<file path="config.mk">
export PLATFORM = sky130hd
export DESIGN_NAME = serial_addsub
export DESIGN_NICKNAME = d
export VERILOG_FILES = /design/src/rtl/serial_addsub_pkg.sv /design/src/rtl/serial_addsub_digit.sv /design/src/rtl/serial_addsub.sv
export SDC_FILE = /design/constraint.sdc
export NUM_CORES = 1
export LEC_CHECK = 0
export ABC_AREA = 1
export CAP_MARGIN = 20
export CORE_UTILIZATION = 45
export CTS_BUF_LIST = sky130_fd_sc_hd__clkbuf_16
export CTS_CLUSTER_DIAMETER = 100
export DETAILED_ROUTE_END_ITERATION = 10
export GPL_TIMING_DRIVEN = 0
export PLACE_DENSITY = 0.71
export SYNTH_ARGS = -nofsm -noshare
export SYNTH_HDL_FRONTEND = slang
export SYNTH_SLANG_ARGS = --single-unit
</file>
<file path="constraint.sdc">
create_clock -name clk -period 4 [get_ports clk]
set_input_delay 1.2 -clock clk [delete_from_list [all_inputs] [get_ports clk]]
set_output_delay 1.2 -clock clk [all_outputs]
set_load 0.1 [all_outputs]
</file>
<file path="src/rtl/serial_addsub_pkg.sv">
// Shared types and elaboration helpers for the digit-serial adder/subtractor.
//   state_e      : transaction FSM states
//   calc_nstep   : number of DIGIT-wide steps per WIDTH-bit operand
//   calc_step_w  : step counter width, clog2(NSTEP) but never below 1
package serial_addsub_pkg;

   typedef enum logic [1:0] {
      IDLE = 2'd0,
      RUN  = 2'd1,
      DONE = 2'd2
   } state_e;

   // Guarded against DIGIT=0 so a bad parameter reaches the top-level check.
   function automatic int unsigned calc_nstep(input int unsigned width,
                                              input int unsigned digit);
      if (digit == 0) return 1;
      return width / digit;
   endfunction

   function automatic int unsigned calc_step_w(input int unsigned nstep);
      if (nstep <= 1) return 1;
      return $clog2(nstep);
   endfunction

endpackage

</file>
<file path="src/rtl/serial_addsub_digit.sv">
// Combinational DIGIT-bit ripple-carry slice used once per clock by the
// serial adder/subtractor.
//   x, y : operand slices (y already inverted by the caller for subtraction)
//   ci   : carry into the slice LSB
//   s    : slice sum
//   co   : carry out of the slice MSB
module addsub_digit #(
   parameter int unsigned DIGIT = 2
) (
   input  logic [DIGIT-1:0] x,
   input  logic [DIGIT-1:0] y,
   input  logic             ci,
   output logic [DIGIT-1:0] s,
   output logic             co
);

   logic [DIGIT:0] w_carry;

   // Bit-level ripple through the slice.
   always_comb begin
      w_carry    = '0;
      s          = '0;
      w_carry[0] = ci;
      for (int i = 0; i < int'(DIGIT); i++) begin
         s[i]         = x[i] ^ y[i] ^ w_carry[i];
         w_carry[i+1] = (x[i] & y[i]) | (w_carry[i] & (x[i] ^ y[i]));
      end
   end

   assign co = w_carry[DIGIT];

endmodule

</file>
<file path="src/rtl/serial_addsub.sv">
// Digit-serial adder/subtractor: accepts one WIDTH-bit operand pair over a
// valid/ready handshake, processes DIGIT bits per clock LSB first, and
// returns the result with carry/borrow-out and signed overflow.
//   clk, rst            : clock, synchronous active-high reset
//   in_valid / in_ready : operand handshake (a, b, cin, sub)
//   a, b                : operands
//   cin                 : carry-in (add) / borrow-in (sub)
//   sub                 : 0 = a+b+cin, 1 = a-b-cin
//   out_valid/out_ready : result handshake
//   res, cout, ovf      : result, carry/borrow-out, signed overflow
module serial_addsub
   import serial_addsub_pkg::*;
#(
   parameter int unsigned WIDTH = 8,
   parameter int unsigned DIGIT = 2
) (
   input  logic             clk,
   input  logic             rst,
   input  logic             in_valid,
   output logic             in_ready,
   input  logic [WIDTH-1:0] a,
   input  logic [WIDTH-1:0] b,
   input  logic             cin,
   input  logic             sub,
   output logic             out_valid,
   input  logic             out_ready,
   output logic [WIDTH-1:0] res,
   output logic             cout,
   output logic             ovf
);

   localparam int unsigned NSTEP  = calc_nstep(WIDTH, DIGIT);
   localparam int unsigned STEP_W = calc_step_w(NSTEP);
   localparam int unsigned IDX_W  = $clog2(WIDTH);
   localparam logic [STEP_W-1:0] LAST_STEP = STEP_W'(NSTEP - 1);

   // Reject illegal geometry at elaboration.
   if (WIDTH < 2 || DIGIT < 1 || (WIDTH % DIGIT) != 0) begin : g_bad_params
      $error("serial_addsub: WIDTH must be >= 2 and a multiple of DIGIT");
   end

   state_e              r_state;
   state_e              w_state_nxt;
   logic                w_accept;
   logic                w_last;

   logic [WIDTH-1:0]    r_a;
   logic [WIDTH-1:0]    r_b;        // b, or ~b when subtracting
   logic                r_b_msb;    // MSB of the original b for overflow
   logic                r_sub;
   logic                r_carry;
   logic [STEP_W-1:0]   r_step;
   logic [WIDTH-1:0]    r_res;
   logic                r_cout;
   logic                r_ovf;
   logic                r_out_valid;

   logic [IDX_W-1:0]    w_base;
   logic [DIGIT-1:0]    w_x;
   logic [DIGIT-1:0]    w_y;
   logic [DIGIT-1:0]    w_s;
   logic                w_co;
   logic                w_res_msb;
   logic                w_ovf;

   // State register.
   always_ff @(posedge clk) begin
      if (rst) r_state <= IDLE;
      else     r_state <= w_state_nxt;
   end

   // Next state and handshake decode; in_ready is held low during reset.
   always_comb begin
      w_state_nxt = r_state;
      in_ready    = 1'b0;
      w_accept    = 1'b0;
      w_last      = 1'b0;
      unique case (r_state)
         IDLE: begin
            in_ready = !rst;
            w_accept = in_valid && !rst;
            if (w_accept) w_state_nxt = RUN;
         end
         RUN: begin
            w_last = (r_step == LAST_STEP);
            if (w_last) w_state_nxt = DONE;
         end
         DONE: begin
            if (out_ready) w_state_nxt = IDLE;
         end
         default: w_state_nxt = IDLE;
      endcase
   end

   // Current digit slices of the latched operands.
   assign w_base = IDX_W'(32'(r_step) * DIGIT);
   assign w_x    = r_a[w_base +: DIGIT];
   assign w_y    = r_b[w_base +: DIGIT];

   addsub_digit #(
      .DIGIT (DIGIT)
   ) u_digit (
      .x  (w_x),
      .y  (w_y),
      .ci (r_carry),
      .s  (w_s),
      .co (w_co)
   );

   // On the last step the slice MSB is the result MSB.
   assign w_res_msb = w_s[DIGIT-1];
   assign w_ovf = r_sub ? ((r_a[WIDTH-1] != r_b_msb) && (w_res_msb != r_a[WIDTH-1]))
                        : ((r_a[WIDTH-1] == r_b_msb) && (w_res_msb != r_a[WIDTH-1]));

   // Operand latch, serial datapath and result flags.
   always_ff @(posedge clk) begin
      if (rst) begin
         r_a         <= '0;
         r_b         <= '0;
         r_b_msb     <= 1'b0;
         r_sub       <= 1'b0;
         r_carry     <= 1'b0;
         r_step      <= '0;
         r_res       <= '0;
         r_cout      <= 1'b0;
         r_ovf       <= 1'b0;
         r_out_valid <= 1'b0;
      end else begin
         r_out_valid <= (w_state_nxt == DONE);
         if (w_accept) begin
            // Subtraction as a + ~b + !cin.
            r_a     <= a;
            r_b     <= sub ? ~b : b;
            r_b_msb <= b[WIDTH-1];
            r_sub   <= sub;
            r_carry <= sub ? ~cin : cin;
            r_step  <= '0;
            r_res   <= '0;
            r_cout  <= 1'b0;
            r_ovf   <= 1'b0;
         end else if (r_state == RUN) begin
            r_res[w_base +: DIGIT] <= w_s;
            r_carry                <= w_co;
            r_step                 <= w_last ? '0 : r_step + STEP_W'(1);
            if (w_last) begin
               r_cout <= r_sub ? ~w_co : w_co;
               r_ovf  <= w_ovf;
            end
         end
      end
   end

   assign out_valid = r_out_valid;
   assign res       = r_res;
   assign cout      = r_cout;
   assign ovf       = r_ovf;

endmodule

</file>
==> results of run 1 <==
[Yosys cell counts (all sizes together)]
master and count:
inv 23, clkbuf 1, o22ai 4, a21oi 16
nand2 59, dfxtp 34, nand3b 1, xnor2 8
nor2 20, xor2 2, o21ai 20, buf 6
a211oi 1, nor3 5, nand3 10, fa 2
ha 6, o21a 1
[logic make-up after synthesis]
group	share of synthesized area
simple gates	0.245
compound gates	0.134
flops	0.408
buf+inv	0.0915
xor+xnor	0.0525
fa+ha+maj	0.0690
[metal layers]
| metal | part of all wire | global-route usage | vias to the layer above |
|---|---|---|---|
| li1 | - | - | 779 |
| met1 | 0.47 | 0.235 | 652 |
| met2 | 0.45 | 0.301 | 37 |
| met3 | 0.040 | 0.0383 | 9 |
| met4 | 0.033 | 0.131 | 0 |
| met5 | 0 | 0 | - |
[per-stage QoR]
stage          instances  setup slack (ns)
2_1_floorplan        219             0.347
3_3_place_gp         297            -0.194
3_5_place_dp         297            -0.217
4_1_cts              305            0.0690
5_1_grt              305            0.0275
6_report             305            0.0903
[worst paths after layout]
check	cells after the start	slack, ns	to
max	3	0.09	in_ready
max reg2reg	11	1.27	res[3]
min	2	0.44	r_a[5]
min reg2reg	2	0.44	r_a[5]
[layout by cell type, fill, tap and decap left out, drive strengths merged]
cell	Yosys	routed
nand3b	1	1
o21a	1	1
dlygate4sd2	0	1
fa	2	2
a211oi	1	1
nor3	5	5
inv	23	24
dfxtp	34	34
clkdlybuf4s50	0	31
buf	6	6
o21ai	20	20
a21oi	16	16
clkbuf	1	6
nand3	10	10
ha	6	6
nand2	59	59
nor2	20	20
clkinv	0	2
xor2	2	2
xnor2	8	8
o22ai	4	4
[final cells by class]
cell class              instances  share of cell area
multi-input cells             155               0.383
flip-flops and latches         34               0.312
repair buffers                 32               0.146
clock buffers                   5              0.0573
inverters                      23              0.0418
plain buffers                   7              0.0281
well taps                      46              0.0264
clock inverters                 3             0.00573
[what timing repair did]
action                                  in CTS  in global routing
setup buffers                                0                  0
endpoints found under the setup margin       1                  0
gates resized for setup                      1                  0
[power by group]
group | total (W) | internal, W | switching [W]
clock | 0.000357 | 0.000224 | 0.000133
sequential | 0.000370 | 0.000359 | 0.0000113
combinational | 0.000155 | 0.0000644 | 0.0000910
[state kept, by name (all words and copies together) (netlist names)]
signal	flops
r_carry	1
out_valid	1
res	8
cout	1
r_b_msb	1
r_state	2
ovf	1
r_a	8
r_sub	1
r_b	8
r_step	2
[worst max-delay path, stage by stage]
cell             delay, ns
clkdlybuf4s50_1       0.51
nor2_1                0.14
dlygate4sd2_1         0.86
==> run summary, run 1 <==
run status = completed
setup repair after global routing missed its margin = false
Core Box Area = 3440 sq um
Setup-failing EPs final = 0
I/O pin count = 34
fin util = 0.634
post-layout net count = 288
Die X = 62.9 um
post-route worst hold slack = 0.442 ns
number of buffers created by CTS = 5
fraction of layout instances using a drive strength above 1 = 0.0927
net count after synthesis = 249
Pwr Total = 0.000883 W
clock transition at the register clock pins on the worst setup and hold paths after CTS = 0.05 ns
Syn Area/Cell = 7.62 sq um
multi-input combinational cell area = 836 sq um
critical path peak fanout = 6
count of nets left with antenna violations after detail routing = 0
area of the mapped netlist = 1670 sq um
half-perimeter wire length after placement = 2400 um
pwr dens = 404 nW/um^2
relative slew slack = 0.356
portion of the post-synthesis area used by sequential elements = 0.408
FF/Latch Area = 681 sq um
global router's overall resource usage = 0.192
floorplan row count = 21
startpoint of the most critical setup path = rst
total negative setup slack = 0 ns
class of the most critical setup path = input pin to primary output
element type at the critical path end = primary output
worst reg2reg path startpoint = r_step[0]
hold-fix buffer count after cts = 0
Initial DRC Count = 86
required time worst endpoint = 2.80 ns
via count of the routed design = 1477
count of maximum capacitance violations = 0
Max Slew Vio Count = 0
Max Freq = 0.256 GHz
post-route DRC violation count = 0
global route total overflow = 0
number of levels the H-tree was split into = 2
Area after DPL = 2050 sq um
count of input and output buffers = 32
antenna violations before repair = 0
Leak = 0.908 nW
average detailed-routed wire length per instance = 10.9 um
path category of the worst min-delay check = flip-flop to flip-flop
global-route wire length before repair = 5920 um
DRT Pass-1 Iters = 4
Worst-Margin Slew = 0.963 ns
CTS Root Buffer Type = clkbuf_16
total die area = 3960 sq um
detailed-route vias per instance = 4.84
largest cells by area after synthesis = dfxtp_1, nand2_1, o21ai_0
setup skew after layout = 0.00378 ns
effective utilization at floorplan = 0.485
Antenna Diode Count = 0
endpoints failing hold = 0
number of synthesis warnings = 0
library cells used by synthesis = 29
library cell occupying the most area in the post-synthesis netlist = dfxtp_1
vertical extent of the die = 62.9 um
count of fill cells added during filler insertion = 332
maximum number of pins on one net before global-route repair = 13
final design area excluding fillers = 2180 sq um
share of the cycle needed by the critical path after routing = 0.977
Hold Crit Start = r_a[5]
Worst Setup Start Kind = input pin
wire length reported by the detailed router = 3320 um
total of flip-flops plus latches after synthesis = 34
worst-case vdd ir drop = 0.261 mV
post-synth top area share = 0.408
signed area change from the synthesized netlist to the final layout = 30.8%
data arrival time at the worst-slack endpoint = 2.71 ns
Clock Latency Late Sink = 0.28 ns
clock sink total = 34
shortest period the worst path allows = 3.91 ns
global placer's final weighted congestion = 0.802
vias in the first global route = 1373
clock tree from TritonCTS = yes
Synth Instances = 219
Clock Path Buffers = 2
(Power assumes the default switching activity.)
==> inputs of run 2 (changes only) <==
Settings changed: CAP_MARGIN 20 to unset.
==> results of run 2 <==
Final layout, timing and power as in run 1 (identical DEF).
